`src/rtl/obsidian_decode_hazard_stage.sv`:
```
// Decode stage: register file with write-through bypass, opcode decode, immediate
// extension, load-use hazard detection and the ID/EX pipeline register.
module obsidian_decode_hazard_stage #(
    parameter int DATA_W = 32,
    parameter int PC_W   = 32,
    parameter int NREG   = 32,
    parameter int AW     = $clog2(NREG)
) (
    input  logic              clk,
    input  logic              rst_n,
    input  logic              if_valid,
    input  logic [PC_W-1:0]   if_pc,
    input  logic [31:0]       if_instr,
    input  logic              flush,
    input  logic              wb_regwrite,
    input  logic [AW-1:0]     wb_addr,
    input  logic [DATA_W-1:0] wb_data,
    output logic              id_stall,
    output logic              ex_valid,
    output logic              ex_regwrite,
    output logic              ex_memtoreg,
    output logic              ex_branch,
    output logic              ex_ubranch,
    output logic              ex_memread,
    output logic              ex_memwrite,
    output logic              ex_alusrc,
    output logic [1:0]        ex_aluop,
    output logic              ex_illegal,
    output logic [PC_W-1:0]   ex_pc,
    output logic [DATA_W-1:0] ex_rn_data,
    output logic [DATA_W-1:0] ex_rm_data,
    output logic [DATA_W-1:0] ex_imm,
    output logic [10:0]       ex_opcode,
    output logic [5:0]        ex_shamt,
    output logic [4:0]        ex_rd
);

    localparam logic [AW-1:0] ZREG = AW'(NREG - 1);

    logic [DATA_W-1:0] regs [NREG];
    logic [10:0]       opcode;
    logic              is_r, is_i, is_ld, is_st, is_cb, is_b;
    logic [8:0]        ctrl;
    logic              illegal;
    logic [DATA_W-1:0] imm;
    logic [AW-1:0]     rn_addr, rm_addr;
    logic [DATA_W-1:0] rn_data, rm_data;
    logic              reads_rm;
    logic              take;

    assign opcode = if_instr[31:21];

    // Instruction class and control vector {regwrite,memtoreg,branch,ubranch,memread,memwrite,aluop,alusrc}
    always_comb begin
        is_r    = 1'b0;
        is_i    = 1'b0;
        is_ld   = 1'b0;
        is_st   = 1'b0;
        is_cb   = 1'b0;
        is_b    = 1'b0;
        ctrl    = '0;
        illegal = 1'b0;
        casez (opcode)
            11'h458, 11'h658, 11'h450, 11'h550,
            11'h650, 11'h69A, 11'h69B: begin is_r  = 1'b1; ctrl = 9'b1_0_0_0_0_0_10_0; end
            11'b1001000100?,
            11'b1101000100?:           begin is_i  = 1'b1; ctrl = 9'b1_0_0_0_0_0_10_1; end
            11'h7C2:                   begin is_ld = 1'b1; ctrl = 9'b1_1_0_0_1_0_00_1; end
            11'h7C0:                   begin is_st = 1'b1; ctrl = 9'b0_0_0_0_0_1_00_1; end
            11'b1011010????:           begin is_cb = 1'b1; ctrl = 9'b0_0_1_0_0_0_01_0; end
            11'b000101?????:           begin is_b  = 1'b1; ctrl = 9'b0_0_0_1_0_0_01_0; end
            default:                   illegal = 1'b1;
        endcase
    end

    always_comb begin
        imm = '0;
        if (is_ld || is_st)
            imm = {{(DATA_W-9){if_instr[20]}}, if_instr[20:12]};
        else if (is_i)
            imm = {{(DATA_W-12){1'b0}}, if_instr[21:10]};
        else if (is_cb)
            imm = {{(DATA_W-19){if_instr[23]}}, if_instr[23:5]};
        else if (is_b)
            imm = {{(DATA_W-26){if_instr[25]}}, if_instr[25:0]};
    end

    // Stores and compare-branches name their second source in the Rt field
    assign rn_addr  = if_instr[5 +: AW];
    assign rm_addr  = (is_st || is_cb) ? if_instr[0 +: AW] : if_instr[16 +: AW];
    assign reads_rm = is_r || is_st || is_cb;

    always_comb begin
        rn_data = regs[rn_addr];
        rm_data = regs[rm_addr];
        if (rn_addr == ZREG)
            rn_data = '0;
        else if (wb_regwrite && wb_addr == rn_addr)
            rn_data = wb_data;
        if (rm_addr == ZREG)
            rm_data = '0;
        else if (wb_regwrite && wb_addr == rm_addr)
            rm_data = wb_data;
    end

    always_comb begin
        id_stall = 1'b0;
        if (!flush && ex_valid && ex_memread && if_valid && ex_rd[AW-1:0] != ZREG &&
            (ex_rd[AW-1:0] == rn_addr || (reads_rm && ex_rd[AW-1:0] == rm_addr)))
            id_stall = 1'b1;
    end

    assign take = if_valid && !id_stall && !flush;

    // The zero register is never written, so its storage always stays cleared
    always_ff @(posedge clk or negedge rst_n) begin
        if (!rst_n) begin
            for (int i = 0; i < NREG; i++)
                regs[i] <= '0;
        end else if (wb_regwrite && wb_addr != ZREG) begin
            regs[wb_addr] <= wb_data;
        end
    end

    // Bubbles clear only valid and control bits; the data fields follow the fetch slot
    always_ff @(posedge clk or negedge rst_n) begin
        if (!rst_n) begin
            ex_valid    <= 1'b0;
            ex_regwrite <= 1'b0;
            ex_memtoreg <= 1'b0;
            ex_branch   <= 1'b0;
            ex_ubranch  <= 1'b0;
            ex_memread  <= 1'b0;
            ex_memwrite <= 1'b0;
            ex_aluop    <= 2'b00;
            ex_alusrc   <= 1'b0;
            ex_illegal  <= 1'b0;
            ex_pc       <= '0;
            ex_rn_data  <= '0;
            ex_rm_data  <= '0;
            ex_imm      <= '0;
            ex_opcode   <= '0;
            ex_shamt    <= '0;
            ex_rd       <= '0;
        end else begin
            ex_valid <= take;
            {ex_regwrite, ex_memtoreg, ex_branch, ex_ubranch,
             ex_memread, ex_memwrite, ex_aluop, ex_alusrc} <= take ? ctrl : 9'b0;
            ex_illegal <= take && illegal;
            ex_pc      <= if_pc;
            ex_rn_data <= rn_data;
            ex_rm_data <= rm_data;
            ex_imm     <= imm;
            ex_opcode  <= opcode;
            ex_shamt   <= if_instr[15:10];
            ex_rd      <= if_instr[4:0];
        end
    end

endmodule

```
`config.mk`:
```
export PLATFORM = sky130hd
export DESIGN_NAME = obsidian_decode_hazard_stage
export DESIGN_NICKNAME = d
export VERILOG_FILES = /design/src/rtl/obsidian_decode_hazard_stage.sv
export SDC_FILE = /design/constraint.sdc
export NUM_CORES = 2
export LEC_CHECK = 0
export CAP_MARGIN = 20
export CORE_MARGIN = 4
export CORE_UTILIZATION = 60
export CTS_BUF_LIST = sky130_fd_sc_hd__clkbuf_8 sky130_fd_sc_hd__clkbuf_16
export DETAILED_ROUTE_END_ITERATION = 8
export HOLD_SLACK_MARGIN = 0.08
export PLACE_DENSITY = 0.79
export SLEW_MARGIN = 10
export SYNTH_ARGS = -nofsm -noshare
export SYNTH_HDL_FRONTEND = slang
export SYNTH_SLANG_ARGS = --single-unit
```
`constraint.sdc`:
```
create_clock -name clk -period 3.7 [get_ports clk]
set_clock_uncertainty 0.05 [all_clocks]
set_input_delay 0.37 -clock clk [delete_from_list [all_inputs] [get_ports clk]]
set_output_delay 0.37 -clock clk [all_outputs]
set_load 0.01 [all_outputs]
```
-- After elaboration in Yosys (flattened, before gate mapping)
Cells that the tools add are included.
- bits of input ports: 106
- word-level logic and storage cells: 128
- register bits after elaboration: 1185
- output and inout port bits: 162
- eq/ne operators: 21
- bitwise operators: 3
- order comparisons: 4
- reduce and logical (&&, ||, !) cells: 23
- mux-type cells: 28
- operators with widths (kind ; number):
    1024-bit bitwise mux ; 1
    32-bit two-way mux ; 13
    32-bit binary-select mux with 5-bit select ; 2
    32-bit demux with 5-bit select ; 1
    11-bit equality test (second input constant) ; 9
    9-bit case mux with 6 select lines ; 1
    10-bit equality test (second input constant) ; 2
    5-bit equality test ; 4
    6-bit greater-or-equal comparator (second input constant) ; 3
    5-bit NOT with 6-bit output ; 3
    1-bit logical AND ; 13
    13-bit OR reduction ; 1
    5-bit equality test (second input constant) ; 2
    5-bit inequality test (second input constant) ; 2
    9-bit two-way mux ; 1
    1-bit two-way mux ; 8
    7-bit equality test (second input constant) ; 1
    7-bit OR reduction ; 1
    6-bit by 3-bit equality test with 1-bit output (second input constant) ; 1
    6-bit by 1-bit less-than comparator with 1-bit output (second input constant) ; 1
    1-bit logical OR ; 5
    5-bit two-way mux ; 1
    1-bit zero test ; 2
    2-bit OR reduction ; 1

-- Depth between registers and ports, before layout
- depth after elaboration: 13
- mapped depth: 13
- gate-level depth less buffers: 8

-- Worst setup path after synthesis
Ideal clock, no wire load.
- path type: input to register
- start: in if_instr[23]
- end: reg ex_rm_data[30]
- setup time: 0.142 ns
- stages: 10
- slack: 0.917 ns
- arrival: 2.591 ns
- path buffers: 3
- cell sequence: or4b_1 buf_2 o21ai_4 o221a_1 nand4_1 or4_4 buf_6 buf_6 o311ai_0 o211ai_1
- word-level cells in the longest chain between the ends: 10
- RTL lines (item ; line ; text):
    start, declared ; 13 ; input logic [31:0] if_instr,
    11-bit equality test (*) ; 63 ; casez (opcode)
    1-bit two-way mux (*) ; 63 ;
    1-bit logical OR (*) ; 90 ; assign rm_addr = (is_st || is_cb) ? if_instr[0 +: AW] : if_instr[16 +: AW];
    5-bit two-way mux (*) ; 90 ;
    5-bit NOT with 6-bit output (implied by the code) ; 95 ; rm_data = regs[rm_addr];
    32-bit binary-select mux with 5-bit select ; 95 ;
    32-bit two-way mux (implied by the code) (2 in a row) ; 95 ;
    32-bit two-way mux ; 102 ; else if (wb_regwrite && wb_addr == rm_addr)
    32-bit two-way mux (*) ; 100 ; if (rm_addr == ZREG)
    via rm_data[30] ; 47 ; logic [DATA_W-1:0] rn_data, rm_data;
    end signal, assigned ; 152 ; ex_rm_data <= rm_data;
    end, declared ; 31 ; output logic [DATA_W-1:0] ex_rm_data,
The timed path passes the listed nets; every way through them passes the cells marked *. The select of a mux whose other input is x is not followed.
A chain may end at the register's enable or synchronous reset.

-- Worst setup path in the final report
- start: in if_instr[26]
- end: out id_stall
- word-level cells in the longest chain between the ends: 9
- RTL lines (item ; line ; text):
    11-bit equality test or 7-bit equality test (tied branches) ; 63 ;
    1-bit two-way mux or 7-bit OR reduction (tied branches) ; - ;
    1-bit logical OR or 1-bit two-way mux (tied branches) ; 90, 63 ;
    5-bit two-way mux or 1-bit logical OR (tied branches) ; 90, 91 ;
    5-bit equality test or 1-bit logical OR (tied branches) ; 109, 91 ;
    1-bit logical AND (*) ; 109 ; (ex_rd[AW-1:0] == rn_addr || (reads_rm && ex_rd[AW-1:0] == rm_addr)))
    1-bit logical OR (*) ; 109 ;
    1-bit logical AND (*) ; 108 ; if (!flush && ex_valid && ex_memread && if_valid && ex_rd[AW-1:0] != ZREG &&
    1-bit two-way mux (*) ; 108 ;
    end, declared ; 18 ; output logic id_stall,
Mark *: on every way between the ends. The rest lies on a longest branch, timed or not.

==> qor.yml <==
io_pins: 268
fin_crit_ns: 3.60
post-cts-setup-buffers: 0
drc: 0
hold_viol_final: 0
clock.fmax_ghz: 0.278
grt_pass1_vias: 49300
ir_worst_vdd_uv: 451
intPower_mw: 27.0
crit_type: "in -> out"
clk_latency_ns: 0.72
holdWs_ns: 0.173
yosysSeqAreaShare: 0.484
syn-cell-area_um2: 60900
r2r_cells: 7
max_cap_violations: 0
power_leakage_nw: 31.7
critPathLaunchType: "input port"
routedWlPerCell_um: 30.0
grt_max_degree: 113
setup_viol: 0
cts_max_path_buffers: 3
grt_util_all_layers: 0.386
start_util: 0.606
cp.arrival_ns: 3.18
clk_pin_slew_ns: 0.06
rows: 116
crit_path_start: "if_instr[26]"
p_comb_frac: 0.197
dpl_worst_slack_ns: -0.129
final.setup.worst_slack_ns: 0.101
postRouteAntennaNets: 0
globalplace.congestion: 0.937
die_area_um2: 107000
finalMaxSlewViolations: 0
rsz0062_at_grt: "no"
synthArstFlopShare: 1.00
cp.required_ns: 3.28
via_per_inst: 7.02
first_iter_violations: 6668
drive_above_1_share: 0.319
wl_mm: 209
via_count: 48900
reg2reg_slack_ns: 1.35
switching_share: 0.282
grt_pass1_wl_mm: 312
max_slew.worst_pin.slew_ns: 1.15
timing.rr.start: "regs[407]"
numCtsBuffers: 121
power_frac_seq: 0.452
grt_antenna_before_repair: 18
yosys_register_bits: 1178
core_area_um2: 100000
drt_first_pass_iters: 7
clkSinkCount: 1178
crit_fanout: 5
nets: 5599
max-slew-margin-rel: 0.229
r2r-end: "ex_rn_data[23]"
yosysUniqueCellTypes: 63
design_area_um2: 71700
fin_util: 0.714
power_density_nw_per_um2: 525
synth_edf_count: 0
yosysWarnings: 0
grt-ovfl-total: 0
place_area_um2: 66700
h-tree-depth: 3
synth_ff_type: "dfrtp_1"
syn_area_per_cell_um2: 11.5
die_w_um: 326
die_h_um: 326
setup.worst_path.end: "id_stall"
syn-instance-count: 5307
clkPwrFrac: 0.351
dpl.hpwl_mm: 125
power_mw: 37.7
status: "complete, no violations"
syn_nets: 5413
root_buffer: "clkbuf_16"
cts_tree: "done"
syn_to_final_growth_pct: 17.9
end_kind: "output port"
port_buffers: 267
switching_power_mw: 10.6
hold_path_class: "in -> reg"
period_share: 0.973
[logic make-up (layout without fill, tap and decap cells)]
kind of cell	count (synthesis)	after routing	share of synthesized area
AND/OR/NAND/NOR	1468	1468	0.104
buffers and inverters	569	856	0.0383
AO/OA/AOI/OAI	626	626	0.0715
other	0	7	0
flip-flops	1178	1178	0.484
multiplexers	1444	1444	0.299
XOR/XNOR	22	22	0.00317
[repair_timing]
action	4_1_cts	5_1_grt
hold buffers	34	0
endpoints found under the hold margin	123	0
setup endpoints to repair	1	0
gates resized for setup	2	0
[power groups by stage]
stage	Clock, mW	Combinational, mW	Sequential, mW
after floorplan	0	4.90	16.6
after global placement	0	6.93	16.9
after detailed placement	0	7.17	17.1
after CTS	13.3	7.30	16.9
after global routing	13.8	7.97	17.2
final	13.2	7.41	17.0
[worst max-delay path, cell delays in order]
cell and delay [ns]:
clkdlybuf4s50_1 0.48, or4b_1 0.63, o21ai_4 0.30, a32oi_1 0.17
xnor2_1 0.16, nor4_1 0.30, a21oi_1 0.19, nor3_1 0.26
dlygate4sd2_1 0.33
[layer usage]
layer	share of wire	vias up	routed length, um	GRT usage
met4	0.073	12	15200	0.238
met1	0.36	24500	74800	0.495
met3	0.12	1025	25700	0.111
met5	0.00034	-	70	0
met2	0.45	3645	93100	0.583
li1	-	19700	-	-
[cell usage after synthesis (all sizes together), types with 5 or more instances]
library cell	count	share of area
a22o	6	0.00086
a211oi	35	0.0043
a21oi	204	0.017
nor4	5	0.00051
nand3	380	0.031
o221a	33	0.0061
nand2	840	0.052
o22ai	38	0.0039
nor3b	5	0.00078
buf	206	0.016
o221ai	29	0.0042
nand4	38	0.0039
a31oi	5	0.00051
a222oi	9	0.0015
clkbuf	354	0.022
a22oi	132	0.016
xnor2	13	0.0019
inv	9	0.00056
a32oi	37	0.0053
nor2	104	0.0064
xor2	9	0.0013
o21ai	42	0.0036
dfrtp	1178	0.48
mux2i	252	0.041
nor3	69	0.0057
mux4	198	0.073
mux2	994	0.18
o2111ai	30	0.0043
a21o	6	0.00074
[worst min-delay path by stage]
| stage | startpoint | end | slack (ns) | cells past startpoint |
|---|---|---|---|---|
| after floorplan | rst_n | ex_aluop[0] | 0.02 | 0 |
| after global placement | regs[14] | regs[14] | 0.34 | 0 |
| after detailed placement | regs[4] | regs[4] | 0.34 | 0 |
| after CTS | if_instr[26] | ex_opcode[5] | 0.11 | 1 |
| after global routing | if_instr[26] | ex_opcode[5] | 0.14 | 1 |
| final | if_instr[26] | ex_opcode[5] | 0.17 | 1 |
[through the flow]
step,std cells,TNS [ns]
5_1_grt,6956,0
2_1_floorplan,5307,0
3_3_place_gp,6675,-0.0644
3_5_place_dp,6675,-0.139
4_1_cts,6933,0
6_report,6958,0
[layout make-up]
class                   instances  area [um^2]
clock buffers                 159         3600
diodes                          7         17.5
repair buffers                623         6760
clock inverters                65          758
fillers                      6814        28700
flip-flops and latches       1178        29500
multi-input cells            3560        29400
well taps                    1357         1700
inverters                       9         33.8
[cell usage in the layout, fill, tap and decap left out, drive strengths merged, types with 42 or more instances in the layout]
cell,synthesis,layout
mux2,994,994
nor3,69,69
nand3,380,380
nand2,840,840
a21oi,204,204
nor2,104,104
clkdlybuf4s50,0,260
clkbuf,354,159
o21ai,42,42
mux4,198,198
buf,206,328
dfrtp,1178,1178
a22oi,132,132
mux2i,252,252
[state kept, by name, summed over array words and instances, names as in the netlist, 2 cells and up]
name	cells
ex_rm_data	32
ex_rd	5
ex_opcode	11
ex_shamt	6
ex_aluop	2
regs	1024
ex_imm	26
ex_pc	32
ex_rn_data	32
(Power assumes the default switching activity.)
